## src/rtl/expr_lane_pipe_if.sv

```systemverilog
// Stream bundle for expr_lane_pipe: operand input stream, result output stream
// and the saturating zero-divisor count.
interface expr_lane_pipe_if #(
    parameter int WIDTH = 6,
    parameter int LANES = 4,
    parameter int CNT_W = 8
);
    logic                   in_valid;
    logic                   in_ready;
    logic [2:0]             in_op;
    logic [LANES-1:0]       in_sgn;
    logic [LANES*WIDTH-1:0] in_a;
    logic [LANES*WIDTH-1:0] in_b;
    logic                   out_valid;
    logic                   out_ready;
    logic [LANES*WIDTH-1:0] out_y;
    logic [LANES-1:0]       out_dz;
    logic [CNT_W-1:0]       dz_cnt;

    modport master (
        output in_valid, in_op, in_sgn, in_a, in_b, out_ready,
        input  in_ready, out_valid, out_y, out_dz, dz_cnt
    );

    modport slave (
        input  in_valid, in_op, in_sgn, in_a, in_b, out_ready,
        output in_ready, out_valid, out_y, out_dz, dz_cnt
    );
endinterface

```

## src/rtl/expr_lane_pipe.sv

```systemverilog
// Multi-lane opcode evaluator: combinational lane ALUs feeding a PIPE-deep
// valid/ready register chain, plus a saturating count of zero-divisor lanes.
module expr_lane_pipe #(
    parameter int WIDTH = 6,
    parameter int LANES = 4,
    parameter int PIPE  = 2,
    parameter int CNT_W = 8
) (
    input  logic clk,
    input  logic reset,
    expr_lane_pipe_if.slave bus
);
    localparam int DW = LANES * WIDTH;

    logic [DW-1:0]    res_y;
    logic [LANES-1:0] res_dz;

    for (genvar gi = 0; gi < LANES; gi++) begin : g_lane
        logic [WIDTH-1:0] a_l, b_l, y_l;
        logic [WIDTH:0]   a_mag, b_mag, r_mag;
        logic             sgn_l, a_neg, b_neg, b_big, lt, dz_l;

        assign a_l   = bus.in_a[(LANES-1-gi)*WIDTH +: WIDTH];
        assign b_l   = bus.in_b[(LANES-1-gi)*WIDTH +: WIDTH];
        assign sgn_l = bus.in_sgn[gi];
        assign a_neg = sgn_l & a_l[WIDTH-1];
        assign b_neg = sgn_l & b_l[WIDTH-1];
        // One extra bit so the most-negative value has a representable magnitude.
        assign a_mag = a_neg ? -{1'b1, a_l} : {1'b0, a_l};
        assign b_mag = b_neg ? -{1'b1, b_l} : {1'b0, b_l};
        assign b_big = 33'(b_l) >= 33'(WIDTH);
        assign lt    = sgn_l ? ($signed(a_l) < $signed(b_l)) : (a_l < b_l);

        always_comb begin
            y_l   = '0;
            dz_l  = 1'b0;
            r_mag = '0;
            case (bus.in_op)
                3'd0: y_l = a_l + b_l;
                3'd1: y_l = a_l - b_l;
                3'd2: y_l = ~(a_l ^ b_l);
                3'd3: y_l = b_big ? '0 : (a_l << b_l);
                3'd4: begin
                    if (sgn_l)
                        y_l = b_big ? {WIDTH{a_l[WIDTH-1]}} : $unsigned($signed(a_l) >>> b_l);
                    else
                        y_l = b_big ? '0 : (a_l >> b_l);
                end
                3'd5: y_l = {{(WIDTH-1){1'b0}}, lt};
                3'd6: begin
                    if (b_l == '0) begin
                        dz_l = 1'b1;
                    end else begin
                        // Remainder sign follows the dividend.
                        r_mag = a_mag % b_mag;
                        y_l   = a_neg ? WIDTH'(-r_mag) : r_mag[WIDTH-1:0];
                    end
                end
                default: y_l = {{(WIDTH-1){1'b0}}, ~^(a_l & b_l)};
            endcase
        end

        assign res_y[(LANES-1-gi)*WIDTH +: WIDTH] = y_l;
        assign res_dz[gi]                         = dz_l;
    end

    logic [PIPE-1:0]              valid_q, valid_d, load;
    logic [PIPE-1:0][DW-1:0]      y_q, y_d;
    logic [PIPE-1:0][LANES-1:0]   dz_q, dz_d;
    logic [CNT_W-1:0]             cnt_q, cnt_d;
    logic [CNT_W+4:0]             cnt_sum;
    logic                         ld_chain;

    always_comb begin
        // A stage may load if it or any stage downstream of it is empty.
        ld_chain = bus.out_ready;
        load     = '0;
        for (int k = PIPE - 1; k >= 0; k--) begin
            ld_chain = ld_chain || !valid_q[k];
            load[k]  = ld_chain;
        end

        valid_d = valid_q;
        y_d     = y_q;
        dz_d    = dz_q;
        if (load[0]) begin
            valid_d[0] = bus.in_valid;
            if (bus.in_valid) begin
                y_d[0]  = res_y;
                dz_d[0] = res_dz;
            end
        end
        for (int k = 1; k < PIPE; k++) begin
            if (load[k]) begin
                valid_d[k] = valid_q[k-1];
                if (valid_q[k-1]) begin
                    y_d[k]  = y_q[k-1];
                    dz_d[k] = dz_q[k-1];
                end
            end
        end
    end

    always_comb begin
        cnt_d   = cnt_q;
        cnt_sum = (CNT_W+5)'(cnt_q) + (CNT_W+5)'($countones(dz_q[PIPE-1]));
        if (valid_q[PIPE-1] && bus.out_ready) begin
            if (cnt_sum > (CNT_W+5)'({CNT_W{1'b1}}))
                cnt_d = '1;
            else
                cnt_d = cnt_sum[CNT_W-1:0];
        end
    end

    always_ff @(posedge clk) begin
        if (reset) begin
            valid_q <= '0;
            y_q     <= '0;
            dz_q    <= '0;
            cnt_q   <= '0;
        end else begin
            valid_q <= valid_d;
            y_q     <= y_d;
            dz_q    <= dz_d;
            cnt_q   <= cnt_d;
        end
    end

    assign bus.in_ready  = load[0];
    assign bus.out_valid = valid_q[PIPE-1];
    assign bus.out_y     = y_q[PIPE-1];
    assign bus.out_dz    = dz_q[PIPE-1];
    assign bus.dz_cnt    = cnt_q;
endmodule

```

## src/flat_wrapper.sv

```systemverilog
// flat-port wrapper written by rule: the top's interface ports become plain ports
module expr_lane_pipe_flat 
#(
    parameter int WIDTH = 6,
    parameter int LANES = 4,
    parameter int PIPE  = 2,
    parameter int CNT_W = 8
)
  (clk, reset, bus_in_valid, bus_in_op, bus_in_sgn, bus_in_a, bus_in_b, bus_out_ready, bus_in_ready, bus_out_valid, bus_out_y, bus_out_dz, bus_dz_cnt);
  expr_lane_pipe_if #(.WIDTH(WIDTH), .LANES(LANES), .CNT_W(CNT_W)) bus_i ();
  input  logic clk;
  input  logic reset;
  input wire logic [$bits(bus_i.in_valid)-1:0] bus_in_valid;
  input wire logic [$bits(bus_i.in_op)-1:0] bus_in_op;
  input wire logic [$bits(bus_i.in_sgn)-1:0] bus_in_sgn;
  input wire logic [$bits(bus_i.in_a)-1:0] bus_in_a;
  input wire logic [$bits(bus_i.in_b)-1:0] bus_in_b;
  input wire logic [$bits(bus_i.out_ready)-1:0] bus_out_ready;
  output wire logic [$bits(bus_i.in_ready)-1:0] bus_in_ready;
  output wire logic [$bits(bus_i.out_valid)-1:0] bus_out_valid;
  output wire logic [$bits(bus_i.out_y)-1:0] bus_out_y;
  output wire logic [$bits(bus_i.out_dz)-1:0] bus_out_dz;
  output wire logic [$bits(bus_i.dz_cnt)-1:0] bus_dz_cnt;
  assign bus_i.in_valid = bus_in_valid;
  assign bus_i.in_op = bus_in_op;
  assign bus_i.in_sgn = bus_in_sgn;
  assign bus_i.in_a = bus_in_a;
  assign bus_i.in_b = bus_in_b;
  assign bus_i.out_ready = bus_out_ready;
  assign bus_in_ready = bus_i.in_ready;
  assign bus_out_valid = bus_i.out_valid;
  assign bus_out_y = bus_i.out_y;
  assign bus_out_dz = bus_i.out_dz;
  assign bus_dz_cnt = bus_i.dz_cnt;
  expr_lane_pipe #(.WIDTH(WIDTH), .LANES(LANES), .PIPE(PIPE), .CNT_W(CNT_W)) u_core (.clk(clk), .reset(reset), .bus(bus_i));
endmodule
```

## config.mk

```make
export PLATFORM = sky130hd
export DESIGN_NAME = expr_lane_pipe_flat
export DESIGN_NICKNAME = d
export VERILOG_FILES = /design/src/rtl/expr_lane_pipe_if.sv /design/src/rtl/expr_lane_pipe.sv /design/src/flat_wrapper.sv
export SDC_FILE = /design/constraint.sdc
export NUM_CORES = 1
export LEC_CHECK = 0
export CORE_ASPECT_RATIO = 1.1
export CORE_MARGIN = 2
export CORE_UTILIZATION = 42
export CTS_BUF_LIST = sky130_fd_sc_hd__clkbuf_4
export DETAILED_ROUTE_END_ITERATION = 8
export PLACE_DENSITY = 0.57
export SLEW_MARGIN = 15
export SYNTH_ARGS = -nofsm -noshare
export SYNTH_HDL_FRONTEND = slang
export SYNTH_SLANG_ARGS = --single-unit
export TNS_END_PERCENT = 1
```

## constraint.sdc

```tcl
create_clock -name clk -period 15.25 [get_ports clk]
set_input_delay 1.525 -clock clk [delete_from_list [all_inputs] [get_ports clk]]
set_output_delay 1.525 -clock clk [all_outputs]
set_load 0.05 [all_outputs]
```

==> results.cfg, run 1 <==
[status]
status = completed

[sta]
fmax_mhz = 74.51
slew_headroom_pct = 21.60
fin_crit_sh_pct = 88.01
timing.final.ws_setup_ns = 1.828
setup_tns_ns = 0
slew_viol_final = 0
min_period_ns = 13.42
grt_setup_unrepaired = no
setup_viol = 0
hold_ws_ns = 0.4613
tightest_slew_ns = 1.167
skew_ns = 0.01416
hold_violations = 0

[logic_synthesis]
synth_area_mm2 = 0.01408
synth_top_area_share_pct = 16.26
synthCells = 1957
synth_flop_cell = dfxtp_1
yosys_register_bits = 66
synthTopCellsByArea = ha_1 16%, dfxtp_1 9.4%, a21oi_1 5.7%
yosysMostFrequentCell = nor2_1
synth_edf_count = 0
ys_seq_area_share_pct = 9.382
synth_common_cells = 199 x nor2_1, 193 x nand2_1, 183 x ha_1
yosys.area.top_type = ha_1
synth.distinct_cells = 108
avgSynthCellArea_um2 = 7.196
ys_warn_count = 0
synthArstFlopShare_pct = 0

[grt]
grt_max_degree = 67
grt_pass1_wl_um = 71160
grt_pass1_vias = 13680
overflow = 0
grt_antenna_before_repair = 0
grt_usage_pct = 24.77

[critical_path]
path_common_cell = ha_1
crit_family = compound AO/OA/AOI/OAI gates
worstPathRequired_ns = 15.55
cpPeakStageDelay_ns = 0.92
rr_endpoint = u_core.y_q[23]$_SDFFE_PP0P_
worst-setup-path-type = primary input to register
reg2reg_depth = 8
worstPathArrival_ns = 13.72
end_kind = register
startpoint_type = primary input
slowest_stage = clkdlybuf4s50_1
path_buf_inv = 3
r2r_slack_ns = 12.71
path_max_fanout = 18
timing.rr.start = u_core.valid_q[1]$_SDFFE_PP0P_

[drt]
routed_wl_um = 43760
avgViaCountPerCell = 5.944
dr.first_iter.drc_count = 1176
first_pass_iters = 5
wl_per_cell_um = 18.16
drc = 0
antenna_left = 0
vias = 14330

[cells_and_area]
final_nets = 2229
drive_above_1_share_pct = 5.867
syn2layout_area_growth_pct = 8.805

[power]
p_leak_uw = 0.006358
vdd_drop_max_v = 0.00006926
power_per_cell_area_mw_per_mm2 = 107.8

[clock_network]
postCtsSetupRepairBufs = 0
cts_sinks = 66
clock_path_buffers = 2
cts_tree = yes
path_clk_slew_ns = 0.11
root_buffer = clkbuf_4
cts_hold_buf = 0
cts_resized = 0
clock_latency_ns = 0.45
h-tree-depth = 3
cts_made_buffers = 9

[worst_hold_path]
hp-start = u_core.bus.out_y[18]$_SDFFE_PP0P_
min_path_cells = 2
holdPathEnd = u_core.bus.out_y[18]$_SDFFE_PP0P_
hp-class = register to register

[floorplanning]
die_h_um = 196.0
io-pin-count = 97
start_util_pct = 42.54
core_area_mm2 = 0.03311
die_w_um = 178.6
dieArea_mm2 = 0.03501
rows = 70

[place]
dp_hpwl_um = 33920
pre_cts_slack_ns = 1.388
gp_congestion = 0.9242
portBuffers = 96

[flow_run]
cap_violations = 0
placed cells by master, fill, tap and decap left out, types with 9 or more instances in the layout:
cell type,count
clkbuf_4,11
a21boi_0,16
o211ai_1,26
mux2i_1,40
nand2b_1,13
a211oi_1,25
nor2_1,199
dfxtp_1,66
nor4_1,9
o32a_1,10
o22ai_1,15
ha_1,183
buf_4,18
clkdlybuf4s50_1,93
o32ai_1,10
o21a_1,39
a21oi_1,159
xor2_1,36
and2_1,18
a21o_1,24
fa_1,15
and3_1,12
nor2b_1,25
nand4_1,9
nand3_1,29
a22oi_1,16
a31oi_1,24
or3_1,19
nor3_1,61
inv_1,114
or2_2,13
o21ai_0,103
o31ai_1,13
xnor2_1,76
mux2_2,20
nand3b_1,13
nand2_1,193
a311oi_1,9
logic make-up after synthesis:
family / after synthesis / synth area share, %
AND/OR/NAND/NOR: 673 / 23.29
AO/OA/AOI/OAI: 607 / 29.68
buffers and inverters: 233 / 7.037
adder cells (fa/ha/maj): 198 / 18.39
XOR/XNOR: 112 / 6.966
multiplexers: 66 / 5.206
flip-flops: 66 / 9.383
other: 2 / 0.05333
report_power, final:
| group | internal (uW) | switching [uW] | total, uW |
|---|---|---|---|
| Clock | 53.1 | 68.3 | 121 |
| Sequential | 182 | 8.14 | 191 |
| Combinational | 555 | 785 | 1340 |
| Total | 790 | 861 | 1650 |
area by class of cell:
type                    instances  area [um^2]
diodes                          1        2.502
clock buffers                  11        82.58
clock inverters                 5        55.05
fillers                      3433        17780
inverters                     117        439.2
multi-input cells            1664        11800
flip-flops and latches         66         1321
well taps                     432        540.5
repair buffers                114         1081
worst max-delay path by stage:
stage                                  end  depth (start not counted)  slack (ns)          from
6_report       u_core.y_q[20]$_SDFFE_PP0P_                         42        1.83  bus_in_b[19]
5_1_grt        u_core.y_q[20]$_SDFFE_PP0P_                         42        0.62  bus_in_b[19]
4_1_cts        u_core.y_q[20]$_SDFFE_PP0P_                         42        1.86  bus_in_b[19]
3_5_place_dp   u_core.y_q[20]$_SDFFE_PP0P_                         42        1.39  bus_in_b[19]
3_3_place_gp   u_core.y_q[22]$_SDFFE_PP0P_                         42        1.62  bus_in_b[19]
2_1_floorplan  u_core.y_q[20]$_SDFFE_PP0P_                         44        3.57  bus_in_b[18]
sequential cells by signal, summed over array words and instances (netlist names):
signal / cells
u_core.y_q: 24
u_core.bus.dz_cnt: 8
u_core.valid_q: 2
u_core.bus.out_dz: 4
u_core.dz_q: 4
u_core.bus.out_y: 24
worst reg2reg max path, cell delays in order (launching register included):
cell and delay [ns]:
dfxtp_1 0.37, nor2b_1 0.32, nand2_1 0.16, and2_1 0.18, buf_4 0.24, a21oi_1 0.60, o21ai_0 0.24, nand2b_1 0.20
o22ai_1 0.16
per-stage QoR:
step | power (uW) | instances | utilization (%) | area [um^2]
after global placement | 1506 | 2393 | 45.86 | 15180
after CTS | 1645 | 2409 | 46.27 | 15320
after detailed placement | 1516 | 2393 | 45.86 | 15180
after global routing | 1818 | 2409 | 46.27 | 15320
final | 1652 | 2410 | 46.28 | 15320
after floorplan | 1245 | 1963 | - | 14100
layer usage:
layer / routed length [um] / GRT usage (%) / up-vias
li1: - / - / 7177
met1: 20360 / 33.06 / 6708
met2: 20330 / 42.04 / 373
met3: 1786 / 2.248 / 67
met4: 1282 / 7.528 / 0
met5: 0 / 0 / -
No activity file was read; power rests on OpenSTA's default activity.
==> run 2, diff against run 1 <==
--- a/config.mk
+++ b/config.mk
@@ -7,10 +7,10 @@
 export LEC_CHECK = 0
 export CORE_ASPECT_RATIO = 1.1
 export CORE_MARGIN = 2
-export CORE_UTILIZATION = 42
+export CORE_UTILIZATION = 53
 export CTS_BUF_LIST = sky130_fd_sc_hd__clkbuf_4
 export DETAILED_ROUTE_END_ITERATION = 8
-export PLACE_DENSITY = 0.57
+export PLACE_DENSITY = 0.7
 export SLEW_MARGIN = 15
 export SYNTH_ARGS = -nofsm -noshare
 export SYNTH_HDL_FRONTEND = slang
==> results.cfg, run 2 (same netlist as run 1, synthesis figures left out) <==
[clock_network]
postCtsSetupRepairBufs = 0
cts_tree = yes
cts_sinks = 66
cts_resized = 0
cts_made_buffers = 9
clock_path_buffers = 2
clock_latency_ns = 0.44
h-tree-depth = 3
cts_hold_buf = 0
root_buffer = clkbuf_4
path_clk_slew_ns = 0.12

[drt]
drc = 0
first_pass_iters = 5
antenna_left = 0
dr.first_iter.drc_count = 1273
avgViaCountPerCell = 6.347
routed_wl_um = 42560
wl_per_cell_um = 18.29
vias = 14770

[cells_and_area]
drive_above_1_share_pct = 5.775
final_common_cell = nor2_1
final_nets = 2226
utilization_pct = 58.16
syn2layout_area_growth_pct = 7.961
mostFrequentLayoutCells = 199 x nor2_1, 193 x nand2_1, 183 x ha_1, 159 x a21oi_1, 114 x inv_1

[floorplanning]
io-pin-count = 97
die_h_um = 175.0
dieArea_mm2 = 0.02789
core_area_mm2 = 0.02614
die_w_um = 159.4
rows = 62
start_util_pct = 53.87

[place]
dp_hpwl_um = 32510
portBuffers = 96
pre_cts_slack_ns = 1.353
gp_congestion = 0.9413

[critical_path]
path_common_cell = ha_1
worstPathRequired_ns = 15.54
slowest_stage = clkdlybuf4s50_1
timing.rr.start = u_core.bus.out_dz[2]$_SDFFE_PP0P_
cpPeakStageDelay_ns = 0.92
reg2reg_depth = 13
critPathLaunch = bus_in_b[19]
worstPathArrival_ns = 13.92
end_kind = register
startpoint_type = primary input
worst-setup-path-type = primary input to register
path_max_fanout = 18

[power]
power_frac_seq_pct = 11.3
cellInternalPower_uw = 789.8
p_sw_share_pct = 52.99
p_leak_uw = 0.006337
power_per_cell_area_mw_per_mm2 = 110.5
p_switching_uw = 890.1
vdd_drop_max_v = 0.0001050
share_comb_of_total_power_pct = 81.4
clkPwrFrac_pct = 7.3

[sta]
slew_viol_final = 0
timing.final.ws_setup_ns = 1.622
grt_setup_unrepaired = no
setup_tns_ns = 0
setup_viol = 0
min_period_ns = 13.63
slew_headroom_pct = 25.18
fin_crit_sh_pct = 89.37
tightest_slew_ns = 1.117
skew_ns = 0.02719
hold_violations = 0
fmax_mhz = 73.38

[grt]
grt_pass1_vias = 13960
grt_usage_pct = 29.67
overflow = 0
grt_antenna_before_repair = 1
grt_pass1_wl_um = 69680
grt_max_degree = 67

[worst_hold_path]
hp-class = register to register
min_path_cells = 2
hp-start = u_core.y_q[8]$_SDFFE_PP0P_

[status]
status = completed

[flow_run]
cap_violations = 0
## run 2: cell types whose count changed in the layout (fill, tap and decap cells not counted)
cell | previous run | this run
clkinv_1 | 4 | 3
clkbuf_4 | 11 | 10
clkinv_4 | 1 | 0
clkinvlp_4 | 1 | 3
inv_6 | 0 | 1
buf_4 | 18 | 15
## run 2: power by group through the flow
| stage | Clock, uW | Combinational (uW) | Sequential (uW) |
|---|---|---|---|
| CTS | 124 | 1340 | 189 |
| global placement | 0 | 1310 | 193 |
| finish | 123 | 1370 | 190 |
| detailed placement | 0 | 1340 | 193 |
| floorplan | 0 | 1050 | 192 |
| global route | 132 | 1510 | 191 |
## run 2: through the flow
step	hold slack, ns	instance area (um^2)	instances	power, uW
6_report	0.4597	15200	2327	1680
5_1_grt	0.4816	15200	2327	1831
4_1_cts	0.4646	15200	2326	1658
3_5_place_dp	0.4481	15060	2310	1530
3_3_place_gp	0.4392	15060	2310	1503
2_1_floorplan	0.4270	14100	1963	1245
## run 2: path summary, 6_finish.rpt
check        slack [ns]                                end
max                1.62        u_core.y_q[22]$_SDFFE_PP0P_
min                0.46   u_core.bus.out_y[8]$_SDFFE_PP0P_
max reg2reg       12.77  u_core.bus.dz_cnt[7]$_SDFFE_PP0P_
min reg2reg        0.46   u_core.bus.out_y[8]$_SDFFE_PP0P_
## run 2: area by class of cell
type	count	area [um^2]
Antenna cell	1	2.502
Fill cell	2572	10940
Tap cell	352	440.4
Timing Repair Buffer	111	1059
Multi-Input combinational cell	1664	11800
Inverter	117	439.2
Clock buffer	10	75.07
Clock inverter	6	66.31
Sequential cell	66	1321
## run 2: critical path, delay by kind of cell
kind,cells,cell delay [ns]
adders and majority gates,7,2.26
xor gates and xnor gates,1,0.17
muxes,3,1.31
and+or+nand+nor,6,1.61
buffers and inverters,3,1.51
AOI/OAI and AO/OA,22,5.50
## run 2: routing by layer
layer	share of wire, %	global-route usage [%]
met1	45	39.99
met2	46	49.86
met3	6.3	2.753
met4	2.9	9.924
met5	0	0
